## config.mk

```make
export PLATFORM = sky130hd
export DESIGN_NAME = exp_alu_sequencer
export DESIGN_NICKNAME = d
export VERILOG_FILES = /design/src/rtl/exp_alu_sequencer.sv
export SDC_FILE = /design/constraint.sdc
export NUM_CORES = 1
export LEC_CHECK = 0
export ABC_AREA = 1
export BUFFER_PORTS_ARGS = -buffer_cell sky130_fd_sc_hd__buf_2
export CELL_PAD_IN_SITES_DETAIL_PLACEMENT = 0
export CELL_PAD_IN_SITES_GLOBAL_PLACEMENT = 2
export CORE_MARGIN = 1
export CORE_UTILIZATION = 26
export DETAILED_ROUTE_END_ITERATION = 10
export HOLD_SLACK_MARGIN = 0.12
export PLACE_DENSITY = 0.82
export SLEW_MARGIN = 20
export SYNTH_ARGS = -nofsm -noshare
export SYNTH_HDL_FRONTEND = slang
export SYNTH_SLANG_ARGS = --single-unit
```

## constraint.sdc

```tcl
create_clock -name clk_in -period 1.7 [get_ports clk_in]
set_clock_uncertainty 0.15 [all_clocks]
set_input_delay 0.34 -clock clk_in [delete_from_list [all_inputs] [get_ports clk_in]]
set_output_delay 0.34 -clock clk_in [all_outputs]
set_load 0.005 [all_outputs]
```

## src/rtl/exp_alu_sequencer.sv

```systemverilog
// Purpose : sequences an external combinational add/sub ALU to form the biased
//           product exponent (ea + eb - BIAS [+1]) with overflow/underflow clamp.
// Latency : start -> done 4 cycles, 5 with norm_inc, 1 for the zero bypass.
// Backpr. : none; start_in is ignored while busy_out=1 (including the DONE cycle).
//
// Ports
//   clk_in, rst_n_in          clock (rising edge), async active-low reset
//   start_in                  start request, only looked at in IDLE
//   exp_a_in, exp_b_in        biased operand exponents
//   norm_inc_in, zero_in      normalization +1 / operand-is-zero, captured with start
//   alu_A_out, alu_B_out,     operands and op (0 add, 1 A-B) for the shared ALU
//   alu_op_out
//   alu_result_in, alu_Z_in,  ALU result and zero/negative flags
//   alu_N_in
//   busy_out, done_out        busy outside IDLE; one-cycle done pulse
//   exp_out, ovf_out, unf_out result exponent and clamp flags, held until next start
module exp_alu_sequencer #(
  parameter int EXP_W = 5,
  parameter int BIAS  = 15,
  parameter int ALU_W = EXP_W + 2
) (
  input  logic             clk_in,
  input  logic             rst_n_in,
  input  logic             start_in,
  input  logic [EXP_W-1:0] exp_a_in,
  input  logic [EXP_W-1:0] exp_b_in,
  input  logic             norm_inc_in,
  input  logic             zero_in,
  output logic [ALU_W-1:0] alu_A_out,
  output logic [ALU_W-1:0] alu_B_out,
  output logic             alu_op_out,
  input  logic [ALU_W-1:0] alu_result_in,
  input  logic             alu_Z_in,
  input  logic             alu_N_in,
  output logic             busy_out,
  output logic             done_out,
  output logic [EXP_W-1:0] exp_out,
  output logic             ovf_out,
  output logic             unf_out
);

  localparam logic [ALU_W-1:0] BIAS_W  = ALU_W'(BIAS);
  localparam logic [ALU_W-1:0] ONE_W   = ALU_W'(1);
  localparam logic [ALU_W-1:0] ALL1_W  = {{(ALU_W-EXP_W){1'b0}}, {EXP_W{1'b1}}};
  localparam logic [EXP_W-1:0] EXP_MAX = {EXP_W{1'b1}};

  typedef enum logic [2:0] {
    IDLE     = 3'd0,
    ADD_E    = 3'd1,
    SUB_BIAS = 3'd2,
    INC      = 3'd3,
    CHK_OVF  = 3'd4,
    DONE     = 3'd5
  } state_t;

  state_t           state, state_nxt;
  logic [ALU_W-1:0] acc;
  logic             le0;      // exponent after bias/inc is <= 0
  logic [EXP_W-1:0] exp_a_q;
  logic [EXP_W-1:0] exp_b_q;
  logic             inc_q;

  // Next state plus ALU drive; ALU ports decode only registered state so the
  // combinational ALU path starts from flops every cycle.
  always_comb begin
    state_nxt  = state;
    alu_A_out  = '0;
    alu_B_out  = '0;
    alu_op_out = 1'b0;
    case (state)
      IDLE: begin
        if (start_in) state_nxt = zero_in ? DONE : ADD_E;
      end
      ADD_E: begin
        alu_A_out = ALU_W'(exp_a_q);
        alu_B_out = ALU_W'(exp_b_q);
        state_nxt = SUB_BIAS;
      end
      SUB_BIAS: begin
        alu_A_out  = acc;
        alu_B_out  = BIAS_W;
        alu_op_out = 1'b1;
        state_nxt  = inc_q ? INC : CHK_OVF;
      end
      INC: begin
        alu_A_out = acc;
        alu_B_out = ONE_W;
        state_nxt = CHK_OVF;
      end
      CHK_OVF: begin
        // acc - all_ones: a non-negative result means acc has reached the
        // reserved all-ones exponent or beyond.
        alu_A_out  = acc;
        alu_B_out  = ALL1_W;
        alu_op_out = 1'b1;
        state_nxt  = DONE;
      end
      DONE: begin
        state_nxt = IDLE;
      end
      default: begin
        state_nxt = IDLE;
      end
    endcase
  end

  always_ff @(posedge clk_in or negedge rst_n_in) begin
    if (!rst_n_in) begin
      state   <= IDLE;
      acc     <= '0;
      le0     <= 1'b0;
      exp_a_q <= '0;
      exp_b_q <= '0;
      inc_q   <= 1'b0;
      exp_out <= '0;
      ovf_out <= 1'b0;
      unf_out <= 1'b0;
    end else begin
      state <= state_nxt;
      case (state)
        IDLE: begin
          if (start_in) begin
            exp_a_q <= exp_a_in;
            exp_b_q <= exp_b_in;
            inc_q   <= norm_inc_in;
            le0     <= 1'b0;
            ovf_out <= 1'b0;
            unf_out <= 1'b0;
            // Zero operand: result is a clean zero exponent without flags.
            if (zero_in) exp_out <= '0;
          end
        end
        ADD_E: begin
          acc <= alu_result_in;
        end
        SUB_BIAS, INC: begin
          acc <= alu_result_in;
          le0 <= alu_N_in | alu_Z_in;
        end
        CHK_OVF: begin
          if (le0) begin
            unf_out <= 1'b1;
            exp_out <= '0;
          end else if (!alu_N_in) begin
            ovf_out <= 1'b1;
            exp_out <= EXP_MAX;
          end else begin
            exp_out <= acc[EXP_W-1:0];
          end
        end
        default: ;
      endcase
    end
  end

  assign busy_out = (state != IDLE);
  assign done_out = (state == DONE);

endmodule

```

==> out/results.ini, run 1 <==
[logic_synthesis]
synth.avg_cell_area_um2=7.64
synth_edf_count=0
synth_area_um2=1370
synthTopCellsByCount=nand2_1, dfrtp_1, inv_1
synth_area_leaders=dfrtp_1, nand2_1, inv_1
synthFlopType=dfrtp_1
yosys_warnings=0
synth_top_cell_by_area=dfrtp_1
yosysUniqueCellTypes=19
synthArstFlopShare_pct=100
synth_cells=179
synthDominantCellAreaShare_pct=53.1
synth_most_common_cell=nand2_1
yosysSeqAreaShare_pct=53.1
synth-seq-cells=29

[finish]
num_antenna_cells=0
area_delta_synth_final_pct=52.2
nets=274
drive_gt1_share_pct=39.6
postLayoutCellArea_um2=2080
nFillCells=549
seqCellArea_um2=728
multi_input_area_um2=617
layout.cells.non_filler=320

[cts]
clockRootBuffer=clkbuf_8
cts_made_buffers=5
cts_tree=built
cts_max_level=2
cts_sinks=29
clock_latency_ns=0.27
path_clk_slew_ns=0.06
clockBufferDepth=2

[sta]
fin_ws_ns=-0.128
setup_tns_ns=-1.39
period_needed_ns=1.83
rsz0062_at_grt=yes
finalCritPeriodShare_pct=108
finalHoldViolations=0
drv_slew=0
hold_ws_ns=0.126
fmax_mhz=547
finalSetupViolCount=15

[hold_path]
min_path_cells=3
hold_class=in2reg
min_from=exp_a_in[4]
min_delay_worst_endpoint=exp_a_q[4]$_DFFE_PN0P_

[placed_design]
hpwlAfterDp_mm=2.56
place.port_buffers=45
place_area_um2=1710
place.gp.congestion=0.785
placed_cells=296

[detailed_routing]
vias_per_cell=4.06
drcViolationCount=0
drtIter0Drc=25
dr.pass1.iters=4
avgRoutedWirePerCell_um=10.9
antenna_left=0
drt-total-wl_mm=3.47
num_vias=1299

[floorplanning]
rows=26
core_um2=5070
die_h_um=74.5
die_area_um2=5550
io_pins=48
die_w_um=74.5
start_util_pct=26.9

[worst_setup_path]
worst-setup-path-type=reg2out
crit_arrival_ns=1.34
cp_cell_sequence=inv_2 -> nand3_4 -> buf_6 -> o21ai_2 -> buf_2
critPathTopFamily=flip-flops
path_buf_inv=3
cp_data_required_time_ns=1.21
r2r-start=state[2]$_DFFE_PN0P_
r2r_cells=7
cp_slowest_stage_delay_ns=0.42
crit_slowest_cell=dfrtp_1
crit_cells=5
worst_setup_path_start_kind=register
reg2reg_to=exp_b_q[0]$_DFFE_PN0P_
end_kind=output pin
r2r_setup_slack_ns=0.17
crit_fanout=5

[global_route]
antenna_found_initial=0
grt_pass1_vias=1283
grt_max_degree=17
grt_usage_pct=14.3
overflow=0
grt_pass1_wl_mm=5.74

[power_and_ir_drop]
power_density_nw_per_um2=1800
ir_worst_vdd_mv=0.615
leakagePower_uw=0.00116
finalPower_uw=3740

[run_status]
outcome=finished with violations
violations=setup timing

[job]
max_cap_viol_count=0

-- per-stage QoR --
step,utilization (%),setup slack (ns)
after floorplan,-,0.240
after global placement,33.6,0.0122
after detailed placement,33.6,0.0322
after CTS,38.8,-0.137
after global routing,41.0,-0.200
final,41.0,-0.128
-- repair_timing --
action / in CTS / in global routing
cloned: 0 / 1
setup buffers: 2 / 3
pin swaps: 4 / 4
endpoints found under the setup margin: 13 / 15
hold buffers: 11 / 0
endpoints found under the hold margin: 23 / 0
gates resized for setup: 26 / 24
-- power breakdown --
part / total [µW] / internal [µW] / switching [µW] / leakage (µW)
clock network: 556 / 320 / 236 / 0.0000443
registers: 1250 / 1020 / 232 / 0.000353
logic: 1940 / 856 / 1080 / 0.000766
-- final cells by class --
class / count / share of cell area, %
clock buffers: 7 / 4.15
multi-input cells: 120 / 29.6
flip-flops and latches: 29 / 35.0
well taps: 70 / 4.21
inverters: 25 / 4.87
repair buffers: 69 / 22.1
-- per-layer routing --
metal  share of wire [%]  global-route usage (%)  up-vias  wire, µm
li1                    -                       -      676         -
met2                  46                    23.2       33      1610
met4                 1.5                    5.66        0        52
met5                   0                       0        -         0
met3                 4.9                    4.47        6       169
met1                  47                    17.7      584      1640
-- kinds of logic (layout without fill, tap and decap cells) --
family	Yosys count	after routing	synth area share, %
buf+inv	31	101	10.1
simple gates	102	102	30.7
flops	29	29	53.1
compound gates	16	16	5.85
other cells	1	2	0.274
-- sequential cells by signal, summed over array words and instances, names as in the netlist --
name     cells
acc          7
exp_a_q      5
exp_b_q      5
exp_out      5
state        3
inc_q        1
le0          1
ovf_out      1
unf_out      1
-- tightest hold or removal path, delay by kind of cell --
family / cells / cell delay [ns]
buf+inv: 1 / 0.08
simple gates: 2 / 0.10
-- cell usage in the layout, fill, tap and decap left out, types with 2 or more instances in the layout --
| cell type | n |
|---|---|
| buf_6 | 4 |
| nand2_4 | 2 |
| inv_2 | 3 |
| dfrtp_2 | 2 |
| nand2_2 | 7 |
| nor2_2 | 2 |
| a21oi_1 | 5 |
| dfrtp_1 | 27 |
| o21ai_1 | 2 |
| or2_2 | 2 |
| nand3_1 | 5 |
| buf_4 | 8 |
| buf_2 | 45 |
| dlygate4sd3_1 | 11 |
| inv_1 | 20 |
| o21ai_2 | 8 |
| nand2_1 | 69 |
| conb_1 | 2 |
| nor2_1 | 7 |
| nor2_4 | 4 |
| clkbuf_8 | 6 |
-- worst max-delay path by stage --
stage	from	endpoint	slack [ns]
finish	state[2]$_DFFE_PN0P_	alu_B_out[3]	-0.13
global route	state[0]$_DFFE_PN0P_	alu_A_out[3]	-0.20
CTS	state[0]$_DFFE_PN0P_	alu_B_out[0]	-0.14
detailed placement	state[1]$_DFFE_PN0P_	alu_B_out[1]	0.03
global placement	state[1]$_DFFE_PN0P_	alu_B_out[2]	0.01
floorplan	state[1]$_DFFE_PN0P_	alu_A_out[5]	0.24
Power figures use the tool's default switching activity.
==> inputs of run 2 (changes only) <==
--- a/config.mk
+++ b/config.mk
@@ -9,7 +9,7 @@
 export BUFFER_PORTS_ARGS = -buffer_cell sky130_fd_sc_hd__buf_2
 export CELL_PAD_IN_SITES_DETAIL_PLACEMENT = 0
 export CELL_PAD_IN_SITES_GLOBAL_PLACEMENT = 2
-export CORE_MARGIN = 1
+export CORE_MARGIN = 4
 export CORE_UTILIZATION = 26
 export DETAILED_ROUTE_END_ITERATION = 10
 export HOLD_SLACK_MARGIN = 0.12
==> run 2 against run 1 <==
Effect of this change:
- the flow still finishes with violations (setup timing)
- clock power grew 1%
- highest routed layer unchanged
- global-route usage shrank 2.1 points
- flip-flop and latch count is the same
- largest power group unchanged
- maximum frequency grew 0.44%
- largest cell class unchanged
- wire length grew 6.0%
- setup slack gained 0.0081 ns
- critical endpoint is now alu_A_out[4]
- cell count shrank 1.3%
- sequential power is essentially flat
==> out/results.ini, run 2 (synthesis results as in run 1) <==
[power_and_ir_drop]
swShare_pct=41.1  ; -0.20 points
leakagePower_uw=0.00112  ; -3.3%
ir_worst_vdd_mv=0.622  ; +1.1%
sequentialPowerShare_pct=34.2  ; +0.7 points
power_density_nw_per_um2=1820  ; +0.86%
finalPower_uw=3590  ; -4.2%
clkPwrFrac_pct=15.7  ; +0.9 points
intPower_uw=2110  ; -3.9%
comb_power_share_pct=50.1  ; -1.6 points
power_switching_uw=1480  ; -4.6%

[global_route]
grt_pass1_vias=1233  ; -3.9%
grt_usage_pct=12.2  ; -2.1 points
grt_pass1_wl_mm=5.96  ; +3.9%
grt_max_degree=30  ; +13
overflow=0  ; unchanged
antenna_found_initial=0  ; unchanged

[hold_path]
min_from=norm_inc_in
min_delay_worst_endpoint=inc_q$_DFFE_PN0P_
min_path_cells=3  ; unchanged
hold_class=in2reg

[worst_setup_path]
r2r_setup_slack_ns=0.15  ; -0.02 ns
reg2reg_to=exp_b_q[1]$_DFFE_PN0P_
r2r-start=state[1]$_DFFE_PN0P_
r2r_cells=6  ; -1
worst-setup-path-type=reg2out
cp_data_required_time_ns=1.21  ; about the same
worst_setup_path_start_kind=register
crit_fanout=6  ; +1
end_kind=output pin
crit_arrival_ns=1.33  ; about the same

[detailed_routing]
drtIter0Drc=41  ; +64%
antenna_left=0  ; unchanged
dr.pass1.iters=4  ; unchanged
avgRoutedWirePerCell_um=11.6  ; +7.3%
drt-total-wl_mm=3.68  ; +6.0%
num_vias=1275  ; -1.8%
vias_per_cell=4.03  ; -0.61%
drcViolationCount=0  ; unchanged

[floorplanning]
start_util_pct=26.8  ; -0.17 points
die_w_um=80.5  ; +8.1%
io_pins=48  ; unchanged
die_area_um2=6480  ; +17%
rows=26  ; unchanged
die_h_um=80.5  ; +8.1%
core_um2=5110  ; +0.64%

[sta]
finalHoldViolations=0  ; unchanged
fin_ws_ns=-0.120  ; +0.00808 ns
rsz0062_at_grt=yes
finalCritPeriodShare_pct=107  ; -0.48 points
drv_slew=0  ; unchanged
worst_slew_pin_slew_ns=0.653
fmax_mhz=549  ; +0.44%
period_needed_ns=1.82  ; -0.00808 ns
slew-limit-headroom_pct=56.5
finalSetupViolCount=14  ; -1

[finish]
area_delta_synth_final_pct=44.6
nets=270  ; -1.5%
num_antenna_cells=0  ; unchanged
largest_register=acc
postLayoutCellArea_um2=1980  ; -5.0%
drive_gt1_share_pct=35.0  ; -4.6 points
largest_register_ffs=7  ; unchanged
final_common_cell=nand2_1
final_cell_mix=nand2_1, buf_2, dfrtp_1, inv_1, dlygate4sd3_1

[cts]
path_clk_slew_ns=0.06  ; about the same
clockRootBuffer=clkbuf_8
cts_max_level=2  ; unchanged
cts_sinks=29  ; unchanged
cts_made_buffers=5  ; unchanged
clockBufferDepth=2  ; unchanged
cts_tree=built
clock_latency_ns=0.27  ; about the same

[placed_design]
place.gp.congestion=0.759  ; -3.4%
hpwlAfterDp_mm=2.68  ; +4.9%
place.port_buffers=45  ; unchanged
place_ws_ns=0.00746  ; -0.0247 ns
place_area_um2=1680  ; -1.6%

[run_status]
violations=setup timing
outcome=finished with violations

[job]
max_cap_viol_count=0  ; unchanged

run 2: cell count changes in the layout (fill, tap and decap cells not counted), sizes merged:
cell | before | now
dlygate4sd3 | 11 | 10
buf | 58 | 55
run 2: final cells by class:
type                    count  area (µm²)
repair buffers             65         412
fillers                   574        3130
well taps                  70        87.6
multi-input cells         120         569
inverters                  25        93.8
clock buffers               7        86.3
flip-flops and latches     29         728
run 2: what timing repair did:
item                                    in CTS  in global routing
endpoints found under the setup margin      13                 15
buffers inserted                             4                  0
gates cloned                                 1                  0
hold buffers                                10                  0
gates resized for setup                     32                  0
endpoints found under the hold margin       38                  0
pin swaps                                    3                  2
run 2: how the worst max path moves through the flow:
stage / from / to / cells past startpoint
after floorplan: state[1]$_DFFE_PN0P_ / alu_A_out[5] / 5
after detailed placement: state[1]$_DFFE_PN0P_ / alu_B_out[1] / 5
final: state[1]$_DFFE_PN0P_ / alu_A_out[4] / 6
after global routing: state[2]$_DFFE_PN0P_ / alu_B_out[3] / 6
after CTS: state[0]$_DFFE_PN0P_ / alu_A_out[0] / 6
after global placement: state[1]$_DFFE_PN0P_ / alu_B_out[1] / 5
run 2: layer usage:
metal  part of all wire, %  global-route usage (%)  up-vias
met4                   1.6                    4.22        0
li1                      -                       -      664
met5                     0                       0        -
met2                    45                    18.7       33
met3                   6.0                    4.04        7
met1                    47                    16.1      571
run 2: critical path, stage by stage (launching register included):
cell and delay (ns):
dfrtp_2 0.44, nor2_4 0.15, nand2_4 0.08, nand2_4 0.09, nand2_1 0.06, o21ai_1 0.09
buf_2 0.14
run 2: power groups by stage:
stage               Clock (µW)  Combinational (µW)  Sequential [µW]
detailed placement           0                1530             1230
global placement             0                1510             1230
floorplan                    0                 929             1190
finish                     562                1800             1230
CTS                        577                1830             1230
global route               616                2050             1270
run 2: per-stage QoR:
stage / hold slack, ns / utilization, % / TNS (ns) / std cells
global placement: 0.262 / 32.9 / 0 / 294
floorplan: -0.106 / - / 0 / 180
CTS: 0.127 / 38.7 / -1.23 / 316
global route: 0.152 / 38.7 / -2.30 / 316
finish: 0.123 / 38.7 / -1.16 / 316
detailed placement: 0.263 / 32.9 / 0 / 294
